**src/rtl/fast_comparator.sv**
```systemverilog
// Registered unsigned magnitude comparator (above = A>B, below = A<B) built as a log2-depth merge tree.
// Defining FAST_COMPARATOR_PIPE_EN inserts a mid-tree register stage (latency 2 instead of 1).
module fast_comparator #(
  parameter int WORD_WIDTH = 8
) (
  input  logic                  clk_i,
  input  logic                  rst_i,
  input  logic [WORD_WIDTH-1:0] a_i,
  input  logic [WORD_WIDTH-1:0] b_i,
  input  logic                  valid_i,
  output logic                  above_o,
  output logic                  below_o,
  output logic                  valid_o
);

  // Handshake: valid_i qualifies a_i/b_i in the cycle it is high; there is no ready, so a pair is
  // taken every clock. valid_o is valid_i delayed by the fixed latency and qualifies above_o/below_o.

  localparam int LEVELS   = (WORD_WIDTH > 1) ? $clog2(WORD_WIDTH) : 0;
  localparam int PW       = 1 << LEVELS;
  localparam int PIPE_LVL = (LEVELS + 1) / 2;

  logic [PW-1:0] a_pad;
  logic [PW-1:0] b_pad;

  // Zero padding above the MSB: equal zero bits produce gt=lt=0 leaves, which never win a merge.
  assign a_pad = PW'(a_i);
  assign b_pad = PW'(b_i);

  for (genvar l = 0; l <= LEVELS; l++) begin : lvl
    localparam int N = PW >> l;
    logic [N-1:0] gt_c;
    logic [N-1:0] lt_c;
    logic [N-1:0] gt_s;
    logic [N-1:0] lt_s;

    if (l == 0) begin : g_leaf
      assign gt_c = a_pad & ~b_pad;
      assign lt_c = ~a_pad & b_pad;
    end else begin : g_merge
      for (genvar i = 0; i < N; i++) begin : node
        assign gt_c[i] = lvl[l-1].gt_s[2*i+1] | (~lvl[l-1].lt_s[2*i+1] & lvl[l-1].gt_s[2*i]);
        assign lt_c[i] = lvl[l-1].lt_s[2*i+1] | (~lvl[l-1].gt_s[2*i+1] & lvl[l-1].lt_s[2*i]);
      end
    end

`ifdef FAST_COMPARATOR_PIPE_EN
    if (l == PIPE_LVL) begin : g_reg
      always_ff @(posedge clk_i or posedge rst_i) begin
        if (rst_i) begin
          gt_s <= '0;
          lt_s <= '0;
        end else begin
          gt_s <= gt_c;
          lt_s <= lt_c;
        end
      end
    end else begin : g_thru
      assign gt_s = gt_c;
      assign lt_s = lt_c;
    end
`else
    assign gt_s = gt_c;
    assign lt_s = lt_c;
`endif
  end

  logic valid_s;

`ifdef FAST_COMPARATOR_PIPE_EN
  always_ff @(posedge clk_i or posedge rst_i) begin
    if (rst_i) begin
      valid_s <= 1'b0;
    end else begin
      valid_s <= valid_i;
    end
  end
`else
  assign valid_s = valid_i;
`endif

  // Results register every cycle whether or not the pair is qualified.
  always_ff @(posedge clk_i or posedge rst_i) begin
    if (rst_i) begin
      above_o <= 1'b0;
      below_o <= 1'b0;
      valid_o <= 1'b0;
    end else begin
      above_o <= lvl[LEVELS].gt_s[0];
      below_o <= lvl[LEVELS].lt_s[0];
      valid_o <= valid_s;
    end
  end

endmodule

```
**config.mk**
```make
export PLATFORM = sky130hd
export DESIGN_NAME = fast_comparator
export DESIGN_NICKNAME = d
export VERILOG_FILES = /design/src/rtl/fast_comparator.sv
export SDC_FILE = /design/constraint.sdc
export NUM_CORES = 1
export LEC_CHECK = 0
export ABC_AREA = 1
export CAP_MARGIN = 20
export CELL_PAD_IN_SITES_DETAIL_PLACEMENT = 1
export CELL_PAD_IN_SITES_GLOBAL_PLACEMENT = 2
export CORE_ASPECT_RATIO = 0.9
export CORE_MARGIN = 1
export CORE_UTILIZATION = 14
export DETAILED_ROUTE_END_ITERATION = 16
export PLACE_DENSITY_LB_ADDON = 0.1
export SYNTH_ARGS = -nofsm -noshare
export SYNTH_HDL_FRONTEND = slang
export SYNTH_SLANG_ARGS = --single-unit
export TNS_END_PERCENT = 100
```
**constraint.sdc**
```tcl
create_clock -name clk_i -period 0.8 [get_ports clk_i]
set_input_delay 0.16 -clock clk_i [delete_from_list [all_inputs] [get_ports clk_i]]
set_output_delay 0.16 -clock clk_i [all_outputs]
set_load 0.005 [all_outputs]
```
==> results of run 1 <==
through the flow:
step	hold slack [ps]	std cells	instance area [um2]	util (%)
final	98.3	110	581	29.5
after global routing	116	110	581	29.5
after CTS	95.9	110	553	28.1
after detailed placement	338	106	543	27.6
after global placement	338	106	543	27.6
after floorplan	-86.4	60	302	-
cell usage after synthesis, drive strengths merged:
| library cell | count | area [um2] |
|---|---|---|
| o21ai | 1 | 5.00 |
| dfrtp | 3 | 75.1 |
| inv | 17 | 63.8 |
| nor2 | 4 | 15.0 |
| nand2 | 32 | 120 |
| a21oi | 3 | 22.5 |
registers in the layout, indices dropped and copies added, names as in the netlist:
name and cells:
above_o 1, below_o 1, valid_o 1
timing repair:
| item | CTS | global route |
|---|---|---|
| pin swaps | 18 | 9 |
| gates resized for setup | 37 | 16 |
| endpoints found under the setup margin | 5 | 5 |
worst paths after layout:
kind	from	to	slack, ps
setup / recovery	valid_o	valid_o	-50
hold / removal	rst_i	valid_o	100
max in group asynchronous	rst_i	above_o	570
min in group clk_i	b_i[7]	below_o	310
routing by layer:
layer / global-route usage [%] / vias to the layer above / share of wire (%)
met2: 12.1 / 14 / 48
met3: 2.00 / 0 / 8.1
li1: - / 217 / -
met1: 9.02 / 172 / 44
met4: 6.67 / 0 / 0
met5: 0 / - / 0
cell type report:
type | instances | area share [%]
Multi-Input combinational cell | 40 | 35.8
Inverter | 17 | 11.0
Tap cell | 25 | 5.39
Clock buffer | 4 | 4.53
Sequential cell | 3 | 12.9
Timing Repair Buffer | 21 | 30.4
where the power goes:
part           total, mW  internal [mW]  switching, mW  leakage (nW)
sequential         0.172          0.169        0.00289        0.0336
clock              0.261          0.187         0.0748        0.0150
combinational      0.228          0.114          0.115         0.299
total              0.662          0.470          0.192         0.348
logic make-up after synthesis:
kind of cell,count (synthesis)
compound gates,4
buf+inv,17
flops,3
simple gates,36
==> flow_summary.ini, run 1 <==
[die]
row_count = 15
core_area_mm2 = 0.00197
die_area_mm2 = 0.00234
start_util_pct = 15.3
io-pin-count = 22
die_h_um = 46.0
fp.dieW_um = 50.9

[setup_path]
crit_path_max_incr_delay_ps = 340
cp_cell_sequence = buf_2
critPathBufInv = 1
cp_slowest_cell = dfrtp_1
crit_cells = 1
start_kind = flop
cp.required_ps = 640
critPathMaxFanout = 1
crit_family = flip-flops
cp.arrival_ps = 690
end_kind = primary output
crit_type = reg2out

[final_layout]
drive_above_1_share_pct = 31.8
area.sequential_um2 = 75.1
multi_input_area_um2 = 208
final_common_cell = nand2_1
final.fill_count = 271
areaGrowthSynthToFinish_pct = 92.5
n_antenna_cell = 0
fin_nets = 105
most-common-layout-cells = nand2_1 (18), inv_1 (16), nand2_2 (14)

[power_and_ir_drop]
p_leak_nw = 0.348
powerDensity_mw_per_mm2 = 1140
power_mw = 0.662
ir_drop_v = 0.000386

[clock_tree]
clock-root-buffer = clkbuf_4
postCtsSetupRepairBufs = 0
cts_tree = done
clk_path_buf_depth = 2
cts_htree_levels = 1
clkTransAtPathRegs_ps = 40
cts_hold_buf = 0
clkSinkCount = 3
cts_buffers = 3

[grt]
grt_use_total_pct = 7.79
grt_pass1_wl_um = 1300
overflow = 0
antenna_found_initial = 0
grt_pass1_vias = 361
grt_start_max_net_pins = 4

[timing]
hold_violations = 0
slew_violations = 0
timing.final.crit_share_pct = 106
setup_ws_ps = -50.4
tightestPinTransition_ps = 120
slew_headroom_pct = 92.0
fmax_mhz = 1180
fin_tns_setup_ps = -148
rsz0062_at_grt = true
finalSetupViolations = 3
min_period_ps = 850

[synthesis]
synth.avg_cell_area_um2 = 5.03
yosys.area_share.simple_pct = 44.8
synth_top_family_by_area = simple AND/OR/NAND/NOR gates
mappedNetlistNets = 79
synth-xor-area-share_pct = 0
yosysWarnings = 0
yosysSeqAreaShare_pct = 24.9
synth_fa_ha_area_share_pct = 0
netlist_area_um2 = 302
synthMuxAreaShare_pct = 0
synth-compound-area-share_pct = 9.13
synth_cell_types = 7
synthCells = 60
ys_ff_latch = 3

[run_status]
status = finished, violations left
violations = setup timing

[placed_design]
hpwl_um = 710
place_ws_ps = -491
numPortBuffers = 21
finalWeightedCongestion = 0.601

[detailed_routing]
antenna_left = 0
drc_errors = 0
avgRoutedWirePerCell_um = 7.43
totalWireLength_um = 817
via_count = 403
viasPerCell = 3.66
drt_iter0_drc = 0
drtPass1Iterations = 1

[min_path]
hold_class = in2async

[flow_run]
cap_violations = 0
Power figures use the tool's default switching activity.
==> run 2: changes to the inputs <==
--- a/config.mk
+++ b/config.mk
@@ -5,13 +5,13 @@
 export SDC_FILE = /design/constraint.sdc
 export NUM_CORES = 1
 export LEC_CHECK = 0
-export ABC_AREA = 1
+export ABC_AREA = 0
 export CAP_MARGIN = 20
 export CELL_PAD_IN_SITES_DETAIL_PLACEMENT = 1
 export CELL_PAD_IN_SITES_GLOBAL_PLACEMENT = 2
 export CORE_ASPECT_RATIO = 0.9
 export CORE_MARGIN = 1
-export CORE_UTILIZATION = 14
+export CORE_UTILIZATION = 17
 export DETAILED_ROUTE_END_ITERATION = 16
 export PLACE_DENSITY_LB_ADDON = 0.1
 export SYNTH_ARGS = -nofsm -noshare
==> flow_summary.ini, run 2 <==
[run_status]
status = finished, violations left
violations = setup timing

[setup_path]
cp.arrival_ps = 1460
crit_path_start = b_i[4]
start_kind = input pin
cp.required_ps = 920
critPathMaxFanout = 2
end_kind = flop
crit_type = in2reg

[synthesis]
synth.largest_area_cell = dfrtp_1
ys_ff_latch = 3
synthFlopType = dfrtp_1
netlist_top_cells_count = inv_1 (6), maj3_2 (6), dfrtp_1 (3), nand2b_1 (3)
mappedNetlistNets = 54
netlist_area_um2 = 303
async_flop_share_pct = 100
yosysSeqAreaShare_pct = 24.8
synth_cell_types = 19
yosysWarnings = 0
synth.avg_cell_area_um2 = 8.65
yosys-top-cells-area = dfrtp_1 (25%), maj3_2 (22%), inv_1 (7.4%), nand2b_1 (6.2%), nor2b_4 (4.5%)
synth_top_area_share_pct = 24.8
synth-edff-count = 0
synthCells = 35

[detailed_routing]
drt_iter0_drc = 0
avgRoutedWirePerCell_um = 10.3
antenna_left = 0
totalWireLength_um = 907
via_count = 346
drtPass1Iterations = 1
drc_errors = 0
viasPerCell = 3.93

[placed_design]
finalWeightedCongestion = 0.718
numPortBuffers = 21
place_ws_ps = -1190
hpwl_um = 790

[clock_tree]
cts_tree = done
clkSinkCount = 3
clkTransAtPathRegs_ps = 40
cts_buffers = 3
clk_path_buf_depth = 2
postCtsSetupRepairBufs = 0
cts_hold_buf = 0
cts_htree_levels = 1
clock-root-buffer = clkbuf_4

[final_layout]
areaGrowthSynthToFinish_pct = 90.9
most-common-layout-cells = clkdlybuf4s50_1 (8), maj3_2 (6), buf_2 (6)
final_common_cell = clkdlybuf4s50_1
drive_above_1_share_pct = 43.8
n_antenna_cell = 0
top_regs = above_o: 1 flops, below_o: 1 flops, valid_o: 1 flops
fin_nets = 84

[timing]
min_period_ps = 1340
hold_violations = 0
slew_headroom_pct = 89.0
slew_violations = 0
fin_tns_setup_ps = -1160
rsz0062_at_grt = true
fmax_mhz = 744
finalSetupViolations = 5
setup_ws_ps = -545
timing.final.crit_share_pct = 168
tightestPinTransition_ps = 163

[grt]
overflow = 0
grt_start_max_net_pins = 4
grt_use_total_pct = 11.0
grt_pass1_wl_um = 1420
grt_pass1_vias = 380
antenna_found_initial = 0

[die]
start_util_pct = 18.2
row_count = 14
core_area_mm2 = 0.00166
die_area_mm2 = 0.00195
io-pin-count = 22
fp.dieW_um = 46.5
die_h_um = 42.0

[min_path]
hold_class = in2async

[power_and_ir_drop]
ir_drop_v = 0.000378
power_mw = 0.671
p_leak_nw = 0.271
powerDensity_mw_per_mm2 = 1160

[flow_run]
cap_violations = 0
## run 2: final cells by class
type	instances	area, um2
fillers	202	1090
repair buffers	25	211
multi-input cells	25	209
flip-flops and latches	3	75.1
well taps	24	30.0
clock buffers	4	26.3
inverters	7	26.3
## run 2: final timing paths
kind                           end  slack, ps  depth (start not counted)
hold / removal             valid_o        100                          2
min in group clk_i         valid_o        380                          1
setup / recovery           below_o       -540                          6
max in group asynchronous  below_o        570                          2
## run 2: logic make-up (layout without fill, tap and decap cells)
kind of cell	after synthesis	after routing	share of synthesized area [%]
flip-flops	3	3	24.8
AO/OA/AOI/OAI	7	7	19.0
buffers and inverters	7	36	8.68
adder cells (fa/ha/maj)	6	6	22.3
AND/OR/NAND/NOR	12	12	25.2
## run 2: report_power, final
group	switching (mW)	internal, mW
registers	0.00275	0.168
clock network	0.0770	0.187
logic	0.0863	0.149
total	0.166	0.505
## run 2: routing by layer
layer / vias up / global-route usage, % / wire length (um)
met5: - / 0 / 0
met2: 12 / 20.3 / 520
met3: 0 / 3.88 / 57
met4: 0 / 8.82 / 0
met1: 158 / 8.29 / 329
li1: 176 / - / -
## run 2: through the flow
step	area, um2	utilization, %	cells	hold WS (ps)
floorplan	303	-	35	-86.4
global placement	573	34.4	84	334
detailed placement	573	34.4	84	336
CTS	578	34.7	88	93.6
global route	578	34.7	88	130
finish	578	34.7	88	98.3
## run 2: worst max-delay path, cell delays in order
cell and delay, ps:
buf_6 90, nor2b_4 110, maj3_2 310, maj3_2 300, maj3_2 310, a31o_1 190
## run 2: timing repair
action | 4_1_cts | 5_1_grt
endpoints found under the setup margin | 5 | 5
resized for setup | 44 | 0
pin swaps | 7 | 1
